**config.mk**
```make
export PLATFORM = sky130hd
export DESIGN_NAME = ahb_addr_decoder
export DESIGN_NICKNAME = d
export VERILOG_FILES = /design/src/rtl/ahb_pkg.sv /design/src/rtl/ahb_default_slave.sv /design/src/rtl/ahb_addr_decoder.sv
export SDC_FILE = /design/constraint.sdc
export NUM_CORES = 1
export LEC_CHECK = 0
export CORE_AREA = 2 2 86 88
export DETAILED_ROUTE_END_ITERATION = 8
export DIE_AREA = 0 0 88 90
export GPL_ROUTABILITY_DRIVEN = 0
export GPL_TIMING_DRIVEN = 0
export PLACE_DENSITY = 0.82
export SLEW_MARGIN = 10
export SYNTH_ARGS = -nofsm -noshare
export SYNTH_HDL_FRONTEND = slang
export SYNTH_SLANG_ARGS = --single-unit
export TNS_END_PERCENT = 50
```
**constraint.sdc**
```tcl
create_clock -name hclk -period 4.5 [get_ports hclk]
set_input_delay 0.675 -clock hclk [delete_from_list [all_inputs] [get_ports hclk]]
set_output_delay 0.675 -clock hclk [all_outputs]
set_load 0.01 [all_outputs]
```
**src/rtl/ahb_pkg.sv**
```systemverilog
`default_nettype none
// ============================================================================
//  Module      : ahb_pkg
//  Description : Shared AHB-Lite constants and the default-slave state type
//                used by the address decoder and its default slave.
//  Revision    : 1.0 - initial release
// ============================================================================
package ahb_pkg;

    // Transfer types carried on htrans
    localparam logic [1:0] HTRANS_IDLE   = 2'b00;
    localparam logic [1:0] HTRANS_BUSY   = 2'b01;
    localparam logic [1:0] HTRANS_NONSEQ = 2'b10;
    localparam logic [1:0] HTRANS_SEQ    = 2'b11;

    // Slave response encodings carried on hresp
    localparam logic HRESP_OKAY  = 1'b0;
    localparam logic HRESP_ERROR = 1'b1;

    // Upper bound on the number of decoded slave regions
    localparam int MAX_SLAVES = 16;

    // Default-slave response sequencer
    typedef enum logic [1:0] {
        DS_IDLE = 2'd0,   // zero-wait OKAY
        DS_ERR1 = 2'd1,   // first ERROR cycle, inserts a wait state
        DS_ERR2 = 2'd2    // second ERROR cycle, completes the transfer
    } ds_state_t;

    // A transfer only needs a response when it is NONSEQ or SEQ
    function automatic logic is_active_trans(input logic [1:0] trans);
        return (trans == HTRANS_NONSEQ) || (trans == HTRANS_SEQ);
    endfunction

endpackage : ahb_pkg
`default_nettype wire

```
**src/rtl/ahb_default_slave.sv**
```systemverilog
`default_nettype none
// ============================================================================
//  Module      : ahb_default_slave
//  Description : Responder for accesses that miss every mapped region.
//                Active transfers get the two-cycle AHB ERROR response;
//                IDLE/BUSY transfers get a zero-wait OKAY. Each ERROR is
//                counted in a saturating counter.
//  Ports       : hclk, hresetn   - bus clock, async active-low reset
//                hready          - bus-level hready (transfer accepted)
//                no_hit          - address phase decodes to no slave
//                xfer_active     - address phase is NONSEQ or SEQ
//                hready_out      - default-slave hreadyout
//                hresp_out       - default-slave hresp
//                err_count       - saturating ERROR response count
//  Revision    : 1.0 - initial release
// ============================================================================
module ahb_default_slave
    import ahb_pkg::*;
#(
    parameter int ERRCNT_W = 16
) (
    input  logic                hclk,
    input  logic                hresetn,
    input  logic                hready,
    input  logic                no_hit,
    input  logic                xfer_active,
    output logic                hready_out,
    output logic                hresp_out,
    output logic [ERRCNT_W-1:0] err_count
);

    localparam logic [ERRCNT_W-1:0] c_CNT_MAX = {ERRCNT_W{1'b1}};

    ds_state_t             r_state;
    ds_state_t             w_state_next;
    logic                  w_err_start;
    logic [ERRCNT_W-1:0]   r_err_count;

    always_ff @(posedge hclk or negedge hresetn) begin
        if (!hresetn) begin
            r_state <= DS_IDLE;
        end else begin
            r_state <= w_state_next;
        end
    end

    always_comb begin
        w_state_next = r_state;
        w_err_start  = 1'b0;
        hready_out   = 1'b1;
        hresp_out    = HRESP_OKAY;
        case (r_state)
            DS_ERR1: begin
                hready_out   = 1'b0;
                hresp_out    = HRESP_ERROR;
                w_state_next = DS_ERR2;
            end
            DS_IDLE, DS_ERR2: begin
                // ERR2 completes the erroring transfer, so a new unmapped
                // active transfer can be accepted in the same cycle.
                hresp_out = (r_state == DS_ERR2) ? HRESP_ERROR : HRESP_OKAY;
                if (hready && no_hit && xfer_active) begin
                    w_state_next = DS_ERR1;
                    w_err_start  = 1'b1;
                end else begin
                    w_state_next = DS_IDLE;
                end
            end
            default: begin
                w_state_next = DS_IDLE;
            end
        endcase
    end

    always_ff @(posedge hclk or negedge hresetn) begin
        if (!hresetn) begin
            r_err_count <= '0;
        end else if (w_err_start && (r_err_count != c_CNT_MAX)) begin
            r_err_count <= r_err_count + ERRCNT_W'(1);
        end
    end

    assign err_count = r_err_count;

endmodule : ahb_default_slave
`default_nettype wire

```
**src/rtl/ahb_addr_decoder.sv**
```systemverilog
`default_nettype none
// ============================================================================
//  Module      : ahb_addr_decoder
//  Description : AHB-Lite address decoder and slave-to-master response mux.
//                Decodes haddr against per-slave base/mask regions into a
//                one-hot hsel, registers the data-phase owner, and muxes the
//                owner's hrdata/hready/hresp back to the master. Unmapped
//                accesses are answered by an internal default slave.
//  Ports       : hclk, hresetn   - bus clock, async active-low reset
//                haddr, htrans   - master address phase
//                hsel            - one-hot address-phase slave select
//                hrdata_s        - packed slave read data
//                hready_s        - per-slave hreadyout
//                hresp_s         - per-slave hresp
//                hrdata          - muxed read data
//                hready          - muxed hready (also returned to slaves)
//                hresp           - muxed response
//                err_count       - default-slave ERROR count (saturating)
//  Revision    : 1.0 - initial release
// ============================================================================
module ahb_addr_decoder
    import ahb_pkg::*;
#(
    parameter int                             NUM_SLAVES = 4,
    parameter int                             ADDR_W     = 32,
    parameter int                             DATA_W     = 32,
    parameter logic [NUM_SLAVES*ADDR_W-1:0]   SLV_BASE   = {32'h3000_0000, 32'h2000_0000,
                                                            32'h1000_0000, 32'h0000_0000},
    parameter logic [NUM_SLAVES*ADDR_W-1:0]   SLV_MASK   = {4{32'hF000_0000}},
    parameter int                             ERRCNT_W   = 16
) (
    input  logic                         hclk,
    input  logic                         hresetn,
    input  logic [ADDR_W-1:0]            haddr,
    input  logic [1:0]                   htrans,
    output logic [NUM_SLAVES-1:0]        hsel,
    input  logic [NUM_SLAVES*DATA_W-1:0] hrdata_s,
    input  logic [NUM_SLAVES-1:0]        hready_s,
    input  logic [NUM_SLAVES-1:0]        hresp_s,
    output logic [DATA_W-1:0]            hrdata,
    output logic                         hready,
    output logic                         hresp,
    output logic [ERRCNT_W-1:0]          err_count
);

    // ------------------------------------------------------------------
    // Elaboration-time parameter guard
    // ------------------------------------------------------------------
    if ((NUM_SLAVES < 1) || (NUM_SLAVES > MAX_SLAVES)) begin : g_bad_num_slaves
        $error("ahb_addr_decoder: NUM_SLAVES must be in 1..16");
    end

    // Data-phase select is one bit wider than hsel; the top bit is the
    // default slave.
    localparam int                  c_DEF_IDX  = NUM_SLAVES;
    localparam logic [NUM_SLAVES:0] c_DSEL_RST = {1'b1, {NUM_SLAVES{1'b0}}};

    logic [NUM_SLAVES-1:0] w_hit;
    logic [NUM_SLAVES-1:0] w_hsel;
    logic                  w_hit_any;
    logic [NUM_SLAVES:0]   r_dsel;
    logic                  w_def_hready;
    logic                  w_def_hresp;
    logic [DATA_W-1:0]     w_hrdata;
    logic                  w_hready;
    logic                  w_hresp;
    logic                  w_xfer_active;

    // ------------------------------------------------------------------
    // Address decode: raw region hits, then lowest-index priority so
    // overlapping regions still produce a one-hot select.
    // ------------------------------------------------------------------
    for (genvar gi = 0; gi < NUM_SLAVES; gi++) begin : g_hit
        assign w_hit[gi] = ((haddr & SLV_MASK[gi*ADDR_W +: ADDR_W])
                            == SLV_BASE[gi*ADDR_W +: ADDR_W]);
    end

    always_comb begin
        w_hsel = '0;
        for (int i = NUM_SLAVES - 1; i >= 0; i--) begin
            if (w_hit[i]) begin
                w_hsel    = '0;
                w_hsel[i] = 1'b1;
            end
        end
    end

    assign w_hit_any     = |w_hit;
    assign hsel          = w_hsel;
    assign w_xfer_active = is_active_trans(htrans);

    // ------------------------------------------------------------------
    // Data-phase owner: follows the decode only when the bus advances,
    // so a stalled data phase keeps its slave even if haddr moves on.
    // ------------------------------------------------------------------
    always_ff @(posedge hclk or negedge hresetn) begin
        if (!hresetn) begin
            r_dsel <= c_DSEL_RST;
        end else if (w_hready) begin
            r_dsel <= {~w_hit_any, w_hsel};
        end
    end

    // ------------------------------------------------------------------
    // Response mux (AND-OR over the one-hot owner). The default slave
    // contributes no read data.
    // ------------------------------------------------------------------
    always_comb begin
        w_hrdata = '0;
        w_hready = 1'b0;
        w_hresp  = HRESP_OKAY;
        for (int i = 0; i < NUM_SLAVES; i++) begin
            if (r_dsel[i]) begin
                w_hrdata = w_hrdata | hrdata_s[i*DATA_W +: DATA_W];
                w_hready = w_hready | hready_s[i];
                w_hresp  = w_hresp  | hresp_s[i];
            end
        end
        if (r_dsel[c_DEF_IDX]) begin
            w_hready = w_hready | w_def_hready;
            w_hresp  = w_hresp  | w_def_hresp;
        end
    end

    assign hrdata = w_hrdata;
    assign hready = w_hready;
    assign hresp  = w_hresp;

    // ------------------------------------------------------------------
    // Default slave
    // ------------------------------------------------------------------
    ahb_default_slave #(
        .ERRCNT_W    (ERRCNT_W)
    ) u_default_slave (
        .hclk        (hclk),
        .hresetn     (hresetn),
        .hready      (w_hready),
        .no_hit      (~w_hit_any),
        .xfer_active (w_xfer_active),
        .hready_out  (w_def_hready),
        .hresp_out   (w_def_hresp),
        .err_count   (err_count)
    );

endmodule : ahb_addr_decoder
`default_nettype wire
```
==> results of run 1 <==
## placed cells by master, fill, tap and decap left out, types with 6 or more instances in the layout
master	Yosys	layout
nand2_1	37	37
clkdlybuf4s50_1	0	196
a22oi_1	67	67
dfrtp_1	22	22
clkbuf_1	12	12
nor3_1	6	6
ha_1	6	6
xor2_1	12	12
## state kept, by name, summed over array words and instances, names as in the netlist
name	flops
u_default_slave.err_count	16
r_dsel	5
u_default_slave.r_state	2
## cells by family (layout without fill, tap and decap cells)
family	Yosys count	after routing
AND/OR/NAND/NOR	77	77
AO/OA/AOI/OAI	71	71
flip-flops	23	23
buffers and inverters	21	221
XOR/XNOR	15	15
adder cells (fa/ha/maj)	6	6
multiplexers	5	5
## synth_stat cells, types with 2 or more instances
| cell type | count |
|---|---|
| a22oi_1 | 67 |
| and4_1 | 2 |
| buf_2 | 5 |
| clkbuf_1 | 12 |
| dfrtp_1 | 22 |
| ha_1 | 6 |
| inv_1 | 3 |
| mux2_2 | 5 |
| nand2_1 | 37 |
| nand2b_1 | 2 |
| nand3_1 | 5 |
| nand4_1 | 5 |
| nor2_1 | 4 |
| nor3_1 | 6 |
| nor4_1 | 4 |
| nor4_2 | 2 |
| nor4b_1 | 2 |
| xnor2_1 | 2 |
| xor2_1 | 12 |
## worst register-to-register path: stages (launching register included)
cell and delay, ns:
dfrtp_1 0.42, ha_1 0.19, nand3_1 0.22, nor4_2 0.49, buf_2 0.31, nor3_1 0.09
xor2_1 0.15
## layout make-up
class	count	area (µm²)
sequential	23	577
tap	99	124
timing repair buffer	196	1960
inverter	3	11.3
buffer	18	81.3
clock inverter	1	5.00
clock buffer	3	41.3
fill	656	3010
multi-input combinational	174	1210
## path summary, 6_finish.rpt
check	to	slack [ns]	cells after the start	startpoint
setup / recovery	hsel[2]	1.60	5	haddr[31]
hold / removal	u_default_slave.err_count[11]	0.51	1	u_default_slave.err_count[11]
setup reg to reg	u_default_slave.err_count[3]	2.51	6	u_default_slave.err_count[0]
hold reg to reg	u_default_slave.err_count[11]	0.51	1	u_default_slave.err_count[11]
max in group asynchronous	u_default_slave.err_count[3]	2.93	1	hresetn
min in group asynchronous	u_default_slave.err_count[9]	0.95	1	hresetn
## per-stage QoR
stage	utilization	total power [mW]	hold slack, ns
after detailed placement	0.565	1.13	0.507
after global placement	0.565	1.11	0.497
after floorplan	-	0.655	0.379
after CTS	0.571	1.26	0.523
after global routing	0.571	1.35	0.551
final	0.571	1.25	0.515
## power by group
part	internal, mW	switching, mW
logic	0.468	0.354
registers	0.250	0.0464
clock network	0.0618	0.0641
total	0.780	0.465
## metal layers
metal  vias to the layer above  global-route usage
met5                         -                   0
met4                         0              0.0513
met3                        13              0.0459
met2                       112               0.400
met1                      1209               0.238
li1                       1239                   -
==> impl.org, run 1 <==
** Yosys
- In the synthesized netlist the dominant register cell turns out to be dfrtp_1.
- Fraction of the mapped netlist area in adder cells :: 0.0399
- After synthesis, the largest family of logic cells by area is compound AO/OA/AOI/OAI gates.
- Count of warnings emitted by yosys :: 0
- Cells after Synth :: 218
- Library cell occupying the most area in the post-synthesis netlist :: dfrtp_1
- In this run, synthesis inferred 0 flip-flops with an integrated enable.
- Counting every net in the synthesized netlist gives around 400.
- Of the total synthesized cell area, the portion taken by XOR and XNOR cells is 0.0739.
- Cell variety after synth :: 34
- Basic-gate share of the synthesized area counting and, or, nand and nor cells :: 0.215
- Per-instance average area after synthesis :: about 8.6 µm²
- Multiplexer area fraction after synthesis :: 0.0300
- The area fraction in compound gates after synthesis was 0.285.
- Area of the mapped netlist :: between 0.0015 and 0.002 mm²
- Proportion of synthesized chip area in sequential cells :: 0.307
- Fraction of registers with async set/reset :: 1.00
- The share of synthesized area in the top cell type comes to 0.293.
- Flip-flop and latch count after synthesis :: 23
- Cell types occupying the most area after synthesis :: dfrtp_1 (29%), a22oi_1 (27%), nand2_1 (7.4%)

** STA
- On the final layout, the worst clock skew is 0.00421 ns.
- Total count of hold-check failures in the final report :: 0
- Upper clock frequency limit :: 344 MHz
- Unrepaired setup endpoints after global routing :: false
- Actual transition at the worst max-transition pin :: roughly 1 ns
- The number of max-slew violations in the final report was 0.
- TNS Setup :: 0 ns
- Part of the cycle the worst path needs :: 0.645
- Measured against its own limit, the worst slew margin works out to 0.330.
- Fin worst setup slack :: 1.60 ns
- After layout, the minimum clock period comes to 2.90 ns.
- Total of endpoints with negative setup slack in the final report :: 0

** Power and ir drop
- IR drop worst, VDD :: around 270 µV
- For this design the static power due to leakage is 1.66 nW.
- For this design the ratio of total power to cell area is about 310 mW/mm².

** Setup path
- Arrival time at the worst endpoint :: 2.23 ns
- Cell Chain, Critical Path :: clkdlybuf4s50_1 > nor2_1 > nand2_1 > nor2_1 > clkdlybuf4s50_1
- Worst path required time :: between 3 and 4 ns
- Top fanout value on the critical path :: 4
- Slowest cell delay on critical path :: 0.58 ns
- The slowest stage of the critical path is the clkdlybuf4s50_1 cell.
- Path type of the worst setup path :: in2out
- Kind of cell adding the most delay to the critical path :: buffers and inverters
- Buf/Inv on CP :: 2
- The worst setup path is launched from an input pin.
- The worst setup path is captured at an output pin.

** Floorplanning
- Die width :: 88 µm
- After floorplanning, the core was divided into 31 placement rows.
- The initial utilization of the core area, before any placement, comes to 0.268.
- Area of the placeable core :: approximately 0.0070 mm²
- DIE AREA :: a little under 0.008 mm²
- Vertical die dimension :: 90 µm
- Io pins :: around 230

** Detailed routing
- The first TritonRoute pass finished after 5 iterations.
- The first routing iteration left 84 violations.
- The detail route stage leaves a number of antenna-violating nets equal to 0.
- In the routed design, unresolved DRC markers number 0.
- Summed over all nets, wire length on met2 after detailed routing comes to 4.60 mm.
- The routed layout has 2573 vias.
- Detail-routed via count per cell :: 4.98
- Summed over all layers, the routed wires come to 8.81 mm.
- Total met3 wirelength after detailed routing :: between 700 and 800 µm
- Wire per inst :: 17.0 µm
- For this block, wires on met1 add up to 3.32 mm.
- Signal routing reaches up to met4.

** Clock network
- Clock Sink Count :: 23
- In this run the number of H-tree levels came out at 1.
- Gates resized during post-CTS repair numbered 0.
- In this run, CTS created clock tree buffers numbering 3.
- Setup bufs post-CTS :: 0
- CTS Root Buffer Type :: clkbuf_8
- At the later pin of the worst-skew pair, clock insertion delay measures roughly 0.26 ns.
- Hold repair after CTS inserted 0 buffers.
- Clock-pin slew was measured on the worst setup and hold paths at about 0.080 ns.
- Clk buf depth :: 2
- Clock tree from TritonCTS :: yes

** Layout
- From synthesis to final layout, the design area changed by 113%.
- Post-route cell area :: 0.00401 mm²
- Net count reported at finish :: around 600
- Fraction of final layout cells with drive strength greater than 1 :: 0.0550
- The count of cells in the finished layout, fillers not included, comes to 517.
- Inserted Diodes :: 0

** Global route
- The first global-routing pass estimated 13.6 mm of wire.
- Pin count of the biggest net entering global routing :: 24
- For this run, the total global-route usage over all layers was measured as 0.213.
- Total overflow reported by the global router :: 0
- Number of global-route vias before repair :: 2700
- The initial antenna violation count is 0.

** Place
- Placed insts :: 513
- Count of buffers inserted at the top-level ports :: 196
- Detailed placement ended at an HPWL of 7.23 mm.
- Area after DPL :: 0.00397 mm²
- Before CTS, the worst setup slack after placement is between 1.5 and 2 ns.

** Worst hold path
- Hold WC Path Type :: reg2reg

** Run status
- Run status :: finished, final reports clean

** Run
- Max-cap violations in this run came to 0.
(Power assumes the default switching activity.)
==> inputs of run 2 (changes only) <==
--- a/config.mk
+++ b/config.mk
@@ -5,12 +5,12 @@
 export SDC_FILE = /design/constraint.sdc
 export NUM_CORES = 1
 export LEC_CHECK = 0
-export CORE_AREA = 2 2 86 88
+export CORE_AREA = 2 2 87 89
 export DETAILED_ROUTE_END_ITERATION = 8
-export DIE_AREA = 0 0 88 90
+export DIE_AREA = 0 0 89 91
 export GPL_ROUTABILITY_DRIVEN = 0
 export GPL_TIMING_DRIVEN = 0
-export PLACE_DENSITY = 0.82
+export PLACE_DENSITY = 0.8
 export SLEW_MARGIN = 10
 export SYNTH_ARGS = -nofsm -noshare
 export SYNTH_HDL_FRONTEND = slang
==> constraint.sdc (replaced) <==
create_clock -name hclk -period 2.9 [get_ports hclk]
set_input_delay 0.435 -clock hclk [delete_from_list [all_inputs] [get_ports hclk]]
set_output_delay 0.435 -clock hclk [all_outputs]
set_load 0.01 [all_outputs]
==> run 2 against run 1 <==
  * Critical path depth did not move
  * Sequential power rose by 56%
  * Core utilization fell by 0.95 points
  * Cell area barely moved
  * Worst hold slack improved by 0.0031 ns
  * First-iteration DRC count fell by 24%
  * Clock power rose by 56%
  * Final cell count did not move
  * Sequential cell count did not move
  * Global-route usage fell by 1.6 points
  * Register-to-register slack got worse by 1.7 ns
  * Largest power group unchanged
  * Power rose by 56%
==> impl.org, run 2 (synthesis results as in run 1) <==
** Place
- Once placement finished, the instance area stood at 0.00397 mm².
- Placed wire-length estimate after detailed placement :: 6.96 mm
- Input and output buffers added on the ports amount to 196.
- At the placement stage, the worst setup path has a slack of around 0.42 ns.
- Placed insts :: 513

** Detailed routing
- After detailed routing, the total wire length is 8.57 mm.
- First drt pass iteration count :: 4
- Dividing the detail-routed wire length by the instance count gives 16.6 µm.
- Antenna Nets Post-Route :: 0
- First-iteration detailed-routing DRC count :: 64
- Detail-routed via count per cell :: slightly below 5
- The final route contains around 2500 vias.
- Remaining DRCs :: 0

** Clock network
- Counting the buffers created by CTS gives 3.
- Hold-fix buffer count after cts :: 0
- Clock tree synthesis found a total of 23 sinks.
- Clock-pin slew of the registers on the worst-case setup and hold paths :: 0.08 ns
- Worst-Skew Late Latency :: 0.26 ns
- TritonCTS built the clock tree.
- In this run the number of H-tree levels came out at 1.
- Clk buf depth :: 2
- Setup bufs post-CTS :: 0
- The tree is rooted in a clkbuf_8.
- Post-CTS repair changed the size of 0 cells.

** Power and ir drop
- Sequential fraction of design power :: 0.239
- Sw power :: between 0.7 and 0.8 mW
- Share of total power consumed by net switching :: 0.374
- Clock Power Share :: 0.101
- IR drop worst, VDD :: between 600 and 700 µV
- Dividing total power by cell area gives a power density of 484 mW/mm².
- Logic pwr share :: 0.661
- Overall power consumption after layout is estimated at 1.94 mW.
- Summed over all cells, the static leakage comes to 1.66 nW.
- The internal power of the cells totals 1.22 mW.

** STA
- The worst path in the final design needs a cycle of 2.49 ns, including I/O delays and setup.
- Setup violations remaining at the end of the flow were counted as 0.
- Measured against its own limit, the worst slew margin works out to 0.321.
- The count of final hold-check violations is 0.
- Upper clock frequency limit :: ~400 MHz
- Clock Skews :: about 0.0038 ns
- In the finished design, the share of the clock period the worst path needs comes to 0.858.
- The tightest hold path in the finished design has a slack of 0.518 ns.
- Unrepaired setup endpoints after global routing :: false
- For the final routed database, the setup TNS stands at 0 ns.
- Actual transition at the worst max-transition pin :: 1.02 ns
- Fin worst setup slack :: 0.413 ns
- The number of max-slew violations in the final report came to 0.

** Setup path
- The worst setup path is launched from a register.
- Path type of the worst setup path :: reg2out
- For the worst setup path, the data required time is about 2.5 ns.
- In this run the register-to-register setup slack is 0.86 ns.
- STA classifies the critical path endpoint as an output pin.
- Arrival time at the worst endpoint :: 2.05 ns
- Top fanout value on the critical path :: 10

** Global route
- After global routing the overflow that remains totals 0.
- The first global-routing pass estimated between 10 and 15 mm of wire.
- For this run, global-route usage on met3 was measured as 0.0318.
- The via count of the first global-routing pass is roughly 2500.
- Entering global routing, the biggest net connects 24 pins.
- Routing layer with the top usage in global route :: met2
- In the global route stage, overall resource usage came out at 0.197.
- M1 GR Usage :: 0.238
- For this run, global-route usage on met2 was measured as 0.353.
- Initial antenna violation count :: 0

** Run status
- Run status :: finished, final reports clean

** Run
- Maximum Capacitance Violations :: 0

** Worst hold path
- The min-delay analysis places its worst path in the category reg2reg.

** Layout
- 0 antenna diodes ended up in the layout.
- The library cell used most frequently in the layout, excluding fill and tap cells, is clkdlybuf4s50_1.
- The library cells used most frequently in the layout, excluding fill and tap cells, are clkdlybuf4s50_1 (196), a22oi_1 (67), nand2_1 (37).
- The finished cells cover about 0.0040 mm².
- Leaving out filler cells and counting taps, the final layout contains 517.
- Flip-flop count of the largest register after layout :: 16
- In the final layout, the share of cells above drive strength 1 is 0.0526.
- Synth-to-layout area growth :: 113%
- At the end of the flow, the number of nets in the layout was 597.
- Final core utilization :: 0.562

** Floorplanning
- For this configuration, the core starts out at a cell density of 0.263.
- Measured along the y axis, the die boundary spans about 91 µm.
- The die covers 0.00810 mm².
- Measured along the x axis, the die boundary spans a little under 90 µm.
- Cell Rows :: 31
- Io pins :: 226
- Area of the placeable core :: around 0.0071 mm²
[run 2: cell type report]
class                      count  area (µm²)
timing repair buffer         196        1960
tap                           99         124
clock buffer                   4        45.0
fill                         661        3130
multi-input combinational    174        1210
inverter                       3        11.3
buffer                        18        81.3
sequential                    23         577
[run 2: critical path, cell delays in order (launching register included)]
cell and delay, ns:
dfrtp_1 0.32, buf_2 0.19, clkbuf_1 0.48, a22oi_1 0.16, nand2_1 0.10, clkdlybuf4s50_1 0.54
[run 2: power by group through the flow]
stage          Sequential [mW]  Clock [mW]  Combinational [mW]
6_report                 0.464       0.196                1.28
2_1_floorplan            0.468           0               0.549
4_1_cts                  0.462       0.203                1.30
3_5_place_dp             0.467           0                1.29
3_3_place_gp             0.464           0                1.27
5_1_grt                  0.473       0.218                1.40
[run 2: worst paths after layout]
check | start | to | depth (start not counted)
min in group asynchronous | hresetn | u_default_slave.err_count[7] | 1
min reg2reg | u_default_slave.err_count[15] | u_default_slave.err_count[15] | 1
min | u_default_slave.err_count[15] | u_default_slave.err_count[15] | 1
max reg2reg | u_default_slave.err_count[0] | u_default_slave.err_count[2] | 6
max in group asynchronous | hresetn | r_dsel[0] | 1
max | r_dsel[1] | hrdata[13] | 5
[run 2: layer usage]
metal	up-vias	share of wire	wire length, µm
li1	1243	-	-
met1	1186	0.40	3420
met2	103	0.51	4330
met3	12	0.075	645
met4	0	0.020	168
met5	-	0	0
